**config.mk**
```make
export PLATFORM = sky130hd
export DESIGN_NAME = input_conditioner_flat
export DESIGN_NICKNAME = d
export VERILOG_FILES = /design/src/rtl/tetris_input_pkg.sv /design/src/rtl/input_conditioner_if.sv /design/src/rtl/key_debounce.sv /design/src/rtl/input_conditioner.sv /design/src/flat_wrapper.sv
export SDC_FILE = /design/constraint.sdc
export NUM_CORES = 1
export LEC_CHECK = 0
export CAP_MARGIN = 15
export CORE_AREA = 5 5 142 144
export CTS_CLUSTER_DIAMETER = 80
export DETAILED_ROUTE_END_ITERATION = 10
export DIE_AREA = 0 0 147 149
export PLACE_DENSITY_LB_ADDON = 0.12
export SKIP_CTS_REPAIR_TIMING = 1
export SYNTH_ARGS = -nofsm -noshare
export SYNTH_HDL_FRONTEND = slang
export SYNTH_SLANG_ARGS = --single-unit
```
**constraint.sdc**
```tcl
create_clock -name CLOCK_50 -period 2.5 [get_ports CLOCK_50]
set_input_delay 0.25 -clock CLOCK_50 [delete_from_list [all_inputs] [get_ports CLOCK_50]]
set_output_delay 0.25 -clock CLOCK_50 [all_outputs]
set_load 0.1 [all_outputs]
```
**src/rtl/tetris_input_pkg.sv**
```systemverilog
// Shared constants for the player-input front end: KEY bit positions and
// the auto-repeat state encoding used by input_conditioner.
// Pure declarations, no logic; no latency or backpressure.
package tetris_input_pkg;

  // Bit positions within the raw KEY bus
  localparam int K_LEFT  = 0;
  localparam int K_RIGHT = 1;
  localparam int K_ROT   = 2;
  localparam int K_DROP  = 3;

  // Auto-repeat state per left/right button
  typedef enum logic [1:0] {
    R_IDLE  = 2'd0,
    R_DELAY = 2'd1,
    R_RPT   = 2'd2
  } rpt_state_t;

endpackage

```
**src/rtl/input_conditioner_if.sv**
```systemverilog
// Board-side bundle for input_conditioner: raw KEYs and gravity enable in,
// one-cycle move/rotate/gravity pulses out.
// No flow control: pulses are fire-and-forget, the consumer must sample every cycle.
interface input_conditioner_if;
  logic [3:0] KEY;
  logic       gravity_en;
  logic       left_final;
  logic       right_final;
  logic       rot_final;
  logic       tick_gravity;

  // Board/game-logic side: drives buttons and gravity enable, consumes pulses
  modport master (
    output KEY, gravity_en,
    input  left_final, right_final, rot_final, tick_gravity
  );

  // Conditioner side
  modport slave (
    input  KEY, gravity_en,
    output left_final, right_final, rot_final, tick_gravity
  );
endinterface

```
**src/rtl/key_debounce.sv**
```systemverilog
// One push-button: 2-FF synchroniser (inverted to active-high), debounce counter, stable level, press pulse.
// Latency: DB_CYCLES+3 edges from first sampling of a clean new level to the press pulse.
// No backpressure; press is a single-cycle pulse on each accepted 0->1 of the stable level.
module key_debounce #(
  parameter int DB_CYCLES = 1_000_000
) (
  input  logic clk,
  input  logic resetn,
  input  logic key_n,
  output logic stable,
  output logic press
);

  localparam int DW = (DB_CYCLES > 1) ? $clog2(DB_CYCLES) : 1;
  localparam logic [DW-1:0] CNT_LAST = DW'(DB_CYCLES - 1);

  logic          meta;
  logic          sync;
  logic          stable_d;
  logic [DW-1:0] cnt;

  // Synchronise, require DB_CYCLES of disagreement before flipping stable, then register the rising edge
  always_ff @(posedge clk) begin
    if (!resetn) begin
      meta     <= 1'b0;
      sync     <= 1'b0;
      stable   <= 1'b0;
      stable_d <= 1'b0;
      press    <= 1'b0;
      cnt      <= '0;
    end else begin
      meta     <= ~key_n;
      sync     <= meta;
      stable_d <= stable;
      press    <= stable & ~stable_d;
      if (sync == stable) begin
        cnt <= '0;
      end else if (cnt == CNT_LAST) begin
        stable <= sync;
        cnt    <= '0;
      end else begin
        cnt <= cnt + 1'b1;
      end
    end
  end

endmodule

```
**src/rtl/input_conditioner.sv**
```systemverilog
// Player-input front end: debounced KEY press pulses with left/right conflict masking, plus gravity ticks
// with soft-drop speed-up. Optional INPUT_AUTOREPEAT_EN adds held-button auto-repeat on left/right.
// No backpressure: all outputs are one-cycle pulses; press latency DB_CYCLES+3 edges, first tick P edges after gravity_en.
module input_conditioner
  import tetris_input_pkg::*;
#(
  parameter int DB_CYCLES    = 1_000_000,
  parameter int GRAV_CYCLES  = 25_000_000,
  parameter int FAST_DIV     = 8,
  parameter int REPEAT_DELAY = 15_000_000,
  parameter int REPEAT_RATE  = 5_000_000
) (
  input logic                CLOCK_50,
  input logic                resetn,
  input_conditioner_if.slave io
);

  logic [3:0] stable;
  logic [3:0] press;

  for (genvar gi = 0; gi < 4; gi++) begin : g_key
    key_debounce #(.DB_CYCLES(DB_CYCLES)) u_db (
      .clk    (CLOCK_50),
      .resetn (resetn),
      .key_n  (io.KEY[gi]),
      .stable (stable[gi]),
      .press  (press[gi])
    );
  end

  // ---------------- gravity ----------------
  localparam int GW = (GRAV_CYCLES > 1) ? $clog2(GRAV_CYCLES) : 1;
  localparam logic [GW-1:0] G_LAST_NORM = GW'(GRAV_CYCLES - 1);
  localparam logic [GW-1:0] G_LAST_FAST = GW'(GRAV_CYCLES / FAST_DIV - 1);

  logic [GW-1:0] gcnt;
  logic [GW-1:0] g_last;
  logic          tick_q;

  assign g_last = stable[K_DROP] ? G_LAST_FAST : G_LAST_NORM;

  // Gravity period counter; >= compare lets a mid-count speed-up tick immediately
  always_ff @(posedge CLOCK_50) begin
    if (!resetn) begin
      gcnt   <= '0;
      tick_q <= 1'b0;
    end else if (!io.gravity_en) begin
      gcnt   <= '0;
      tick_q <= 1'b0;
    end else if (gcnt >= g_last) begin
      gcnt   <= '0;
      tick_q <= 1'b1;
    end else begin
      gcnt   <= gcnt + 1'b1;
      tick_q <= 1'b0;
    end
  end

  assign io.tick_gravity = tick_q;

  // ---------------- left/right sources ----------------
  logic left_q;
  logic right_q;

`ifdef INPUT_AUTOREPEAT_EN
  localparam int RMAX = (REPEAT_DELAY > REPEAT_RATE) ? REPEAT_DELAY : REPEAT_RATE;
  localparam int RW   = (RMAX > 1) ? $clog2(RMAX) : 1;
  localparam logic [RW-1:0] R_LAST_DELAY = RW'(REPEAT_DELAY - 1);
  localparam logic [RW-1:0] R_LAST_RATE  = RW'(REPEAT_RATE - 1);

  logic [1:0] rpt;

  // Index 0 = K_LEFT, index 1 = K_RIGHT
  for (genvar ri = 0; ri < 2; ri++) begin : g_rpt
    rpt_state_t    state, state_nxt;
    logic [RW-1:0] rcnt, rcnt_nxt;
    logic          rpt_pulse;

    // Repeat state register
    always_ff @(posedge CLOCK_50) begin
      if (!resetn) begin
        state <= R_IDLE;
        rcnt  <= '0;
      end else begin
        state <= state_nxt;
        rcnt  <= rcnt_nxt;
      end
    end

    // Delay then periodic repeat while held; any release returns to idle
    always_comb begin
      state_nxt = state;
      rcnt_nxt  = rcnt;
      rpt_pulse = 1'b0;
      if (!stable[ri]) begin
        state_nxt = R_IDLE;
        rcnt_nxt  = '0;
      end else begin
        case (state)
          R_IDLE: begin
            if (press[ri]) begin
              state_nxt = R_DELAY;
              rcnt_nxt  = '0;
            end
          end
          R_DELAY: begin
            if (rcnt == R_LAST_DELAY) begin
              rpt_pulse = 1'b1;
              state_nxt = R_RPT;
              rcnt_nxt  = '0;
            end else begin
              rcnt_nxt = rcnt + 1'b1;
            end
          end
          R_RPT: begin
            if (rcnt == R_LAST_RATE) begin
              rpt_pulse = 1'b1;
              rcnt_nxt  = '0;
            end else begin
              rcnt_nxt = rcnt + 1'b1;
            end
          end
          default: begin
            state_nxt = R_IDLE;
            rcnt_nxt  = '0;
          end
        endcase
      end
    end

    assign rpt[ri] = rpt_pulse;
  end

  assign left_q  = press[K_LEFT]  | rpt[0];
  assign right_q = press[K_RIGHT] | rpt[1];

  logic unused_bits;
  assign unused_bits = ^{stable[K_ROT], press[K_DROP]};
`else
  assign left_q  = press[K_LEFT];
  assign right_q = press[K_RIGHT];

  logic unused_bits;
  assign unused_bits = ^{stable[K_LEFT], stable[K_RIGHT], stable[K_ROT], press[K_DROP]};
`endif

  // Simultaneous left and right cancel each other; rotate is independent
  assign io.left_final  = left_q & ~right_q;
  assign io.right_final = right_q & ~left_q;
  assign io.rot_final   = press[K_ROT];

endmodule

```
**src/flat_wrapper.sv**
```systemverilog
// flat-port wrapper written by rule: the top's interface ports become plain ports
module input_conditioner_flat import tetris_input_pkg::*;
#(
  parameter int DB_CYCLES    = 1_000_000,
  parameter int GRAV_CYCLES  = 25_000_000,
  parameter int FAST_DIV     = 8,
  parameter int REPEAT_DELAY = 15_000_000,
  parameter int REPEAT_RATE  = 5_000_000
)
  (CLOCK_50, resetn, io_KEY, io_gravity_en, io_left_final, io_right_final, io_rot_final, io_tick_gravity);
  input_conditioner_if io_i ();
  input logic CLOCK_50;
  input logic resetn;
  input wire logic [$bits(io_i.KEY)-1:0] io_KEY;
  input wire logic [$bits(io_i.gravity_en)-1:0] io_gravity_en;
  output wire logic [$bits(io_i.left_final)-1:0] io_left_final;
  output wire logic [$bits(io_i.right_final)-1:0] io_right_final;
  output wire logic [$bits(io_i.rot_final)-1:0] io_rot_final;
  output wire logic [$bits(io_i.tick_gravity)-1:0] io_tick_gravity;
  assign io_i.KEY = io_KEY;
  assign io_i.gravity_en = io_gravity_en;
  assign io_left_final = io_i.left_final;
  assign io_right_final = io_i.right_final;
  assign io_rot_final = io_i.rot_final;
  assign io_tick_gravity = io_i.tick_gravity;
  input_conditioner #(.DB_CYCLES(DB_CYCLES), .GRAV_CYCLES(GRAV_CYCLES), .FAST_DIV(FAST_DIV), .REPEAT_DELAY(REPEAT_DELAY), .REPEAT_RATE(REPEAT_RATE)) u_core (.CLOCK_50(CLOCK_50), .resetn(resetn), .io(io_i));
endmodule
```
==> reports/results.ini, run 1 <==
[outcome]
status = finished clean

[die]
die_h_um = 149
num_rows = 50
io_pins = 11
start_util_pct = 29.5
fp.dieArea_sq_mm = 0.0219
dieWidth_um = 147
core_sq_mm = 0.0186

[clocking]
numCtsBuffers = 17
cts_tree = done
insertion_delay_ps = 410
clk_pin_slew_ps = 50
cts_sinks = 124
cts.root.buffer_cell = clkbuf_16
htree_num_levels = 4
cts_buffer_depth = 2

[yosys]
synthAdderAreaFrac_pct = 4.11
synth_edf_count = 0
avgSynthCellArea_sq_um = 8.99
ys_ff_latch = 124
synth_compound_area_share_pct = 1.78
synth_xor_area_share_pct = 15.8
synth_ff_type = dfxtp_1
ys_types = 41
seq_area_frac_synth_pct = 45.3
syn_nets = 634
async_flop_share_pct = 0
synthMuxAreaShare_pct = 0.731
synth_area_sq_mm = 0.00548
synth_top_family_by_area = simple AND/OR/NAND/NOR gates
yosysWarnings = 0
syn-instance-count = 609
synth-simple-area-share_pct = 29.8

[drt]
wirelength_mm = 10.2
drc = 0
routedWlPerCell_um = 11.7
via_count = 3983
postRouteAntennaNets = 0
drt_first_pass_iters = 4
drtIter0Drc = 189
avgViaCountPerCell = 4.55

[sta]
tightestPinTransition_ps = 719
max-slew-margin-rel_pct = 51.6
rsz0062_at_grt = false
period_minus_slack_ps = 2250
setup_violations = 0
hold_violations = 0
slew_violations = 0
period_share_pct = 89.9
fin_skew_ps = 5.16
fmax_ghz = 0.445
tns_ps = 0
finalWorstSetupSlack_ps = 253

[power]
p_leak_uw = 0.00216
power_density_mw_per_mm2 = 699
ir_worst_vdd_uv = 356

[worst_setup_path]
critical_path_class = reg -> reg
crit_chain = inv_1 -> ha_1 -> a211oi_1 -> o31ai_1 -> a2111oi_4 -> nand4_4 -> nor2_1
crit_path_end_kind = flop
crit_fanout = 25
ff2ff_path_depth = 7
slowest_delay_ps = 430
slowest_stage = a2111oi_4
cp-start-kind = flop
critPathArrivalTime_ps = 2580
cp.required_ps = 2830

[placement]
dpl.hpwl_mm = 7.00
gp_congestion = 0.733
pre_cts_slack_ps = -57.0
portBuffers = 10
dp_cells = 845

[grt]
grtUsageTotal_pct = 10.3
grt_pass1_vias = 4002
grt_pass1_wl_mm = 18.4
grt_max_degree = 26
grt_overflow = 0
grt_antenna_before_repair = 0

[hold_path]
hold_depth = 2
min_path_type = in -> reg

[final_layout]
diodes = 0
drive_gt1_share_pct = 7.94
synthToLayoutAreaGrowth_pct = 17.4
nNetsFinal = 655
fin_cells = 876

[run]
maxCapViolations = 0

-- per-stage QoR --
step                power [uW]  area (sq um)  util (%)  hold WS [ps]
floorplan                 2060          5480         -           322
global placement          2090          5820      31.3           372
detailed placement        2090          5820      31.3           372
CTS                       4580          6420      34.6           355
global route              4670          6430      34.6           379
finish                    4490          6430      34.6           373
-- metal layers --
metal | wire length [um] | GRT usage (%) | vias to the layer above
met1 | 5050 | 12.6 | 1831
met5 | 0 | 0 | -
met4 | 175 | 3.87 | 0
li1 | - | - | 2094
met2 | 4610 | 16.5 | 45
met3 | 382 | 3.77 | 13
-- state kept, by name (all words and copies together), names as in the netlist --
name                        count
u_core.g_key.u_db.cnt          80
u_core.g_key.u_db.meta          4
u_core.g_key.u_db.press         3
u_core.g_key.u_db.stable        4
u_core.g_key.u_db.stable_d      3
u_core.g_key.u_db.sync          4
u_core.gcnt                    25
u_core.io.tick_gravity          1
-- cell type report --
cell class	instances	area [sq um]
timing repair buffer	15	128
multi-input combinational	456	2870
inverter	16	60.1
fill	1883	12200
clock inverter	6	82.6
clock buffer	25	515
tap	234	293
sequential	124	2480
-- synthesized netlist by cell type, drive strengths merged, types with 5 or more instances --
cell type,number,area [sq um]
nor2b,13,81.3
xor2,53,464
and3,17,106
inv,16,60.1
nor4,15,134
nand3,51,255
nand2,34,128
a21oi,5,25.0
nor2,129,487
nor3,19,95.1
and2,8,50.1
ha,18,225
nand4,20,153
buf,11,66.3
xnor2,46,403
dfxtp,124,2480
-- critical path, delay by kind of cell (launching register included) --
kind | cells | cell delay, ps
simple gates | 2 | 620
flops | 1 | 320
buf+inv | 1 | 110
fa+ha+maj | 1 | 330
compound gates | 3 | 790
-- power breakdown --
part / leakage [uW] / total [uW] / switching [uW] / internal, uW
clock network: 0.000295 / 2450 / 834 / 1620
registers: 0.00100 / 1990 / 5.63 / 1990
logic: 0.000862 / 49.5 / 29.6 / 19.9
-- cell usage in the layout (no fill, tap or decap), types with 3 or more instances in the layout --
| master | n |
|---|---|
| a21oi_1 | 5 |
| and2_1 | 8 |
| and3_1 | 17 |
| buf_4 | 9 |
| clkbuf_16 | 17 |
| clkbuf_8 | 6 |
| clkdlybuf4s50_1 | 6 |
| clkinv_2 | 3 |
| dfxtp_1 | 124 |
| ha_1 | 18 |
| inv_1 | 16 |
| mux2i_1 | 4 |
| nand2_1 | 34 |
| nand3_1 | 51 |
| nand3b_1 | 3 |
| nand4_1 | 17 |
| nor2_1 | 128 |
| nor2b_1 | 13 |
| nor3_1 | 19 |
| nor4_1 | 10 |
| nor4_2 | 4 |
| nor4b_1 | 3 |
| xnor2_1 | 46 |
| xor2_1 | 53 |
-- cells by family (layout without fill, tap and decap cells) --
logic type	count (synthesis)	in the layout
AO/OA/AOI/OAI	12	12
XOR/XNOR	99	99
adder cells (fa/ha/maj)	18	18
buffers and inverters	29	62
flip-flops	124	124
multiplexers	4	4
AND/OR/NAND/NOR	323	323
-- worst paths after layout --
path,start,endpoint,slack [ps]
max,u_core.g_key[3].u_db.stable,u_core.gcnt[23],250
min,io_KEY[1],u_core.g_key[1].u_db.meta,370
max reg2reg,u_core.g_key[3].u_db.stable,u_core.gcnt[23],250
min reg2reg,u_core.g_key[0].u_db.stable_d,u_core.g_key[0].u_db.press,380
No activity file was read; power rests on OpenSTA's default activity.
==> inputs of run 2 (changes only) <==
--- a/config.mk
+++ b/config.mk
@@ -5,9 +5,11 @@
 export SDC_FILE = /design/constraint.sdc
 export NUM_CORES = 1
 export LEC_CHECK = 0
+export ABC_CLOCK_PERIOD_IN_PS = 2500
 export CAP_MARGIN = 15
 export CORE_AREA = 5 5 142 144
 export CTS_CLUSTER_DIAMETER = 80
+export CTS_CLUSTER_SIZE = 24
 export DETAILED_ROUTE_END_ITERATION = 10
 export DIE_AREA = 0 0 147 149
 export PLACE_DENSITY_LB_ADDON = 0.12
==> results of run 2 <==
Final layout, timing and power as in run 1 (identical DEF).
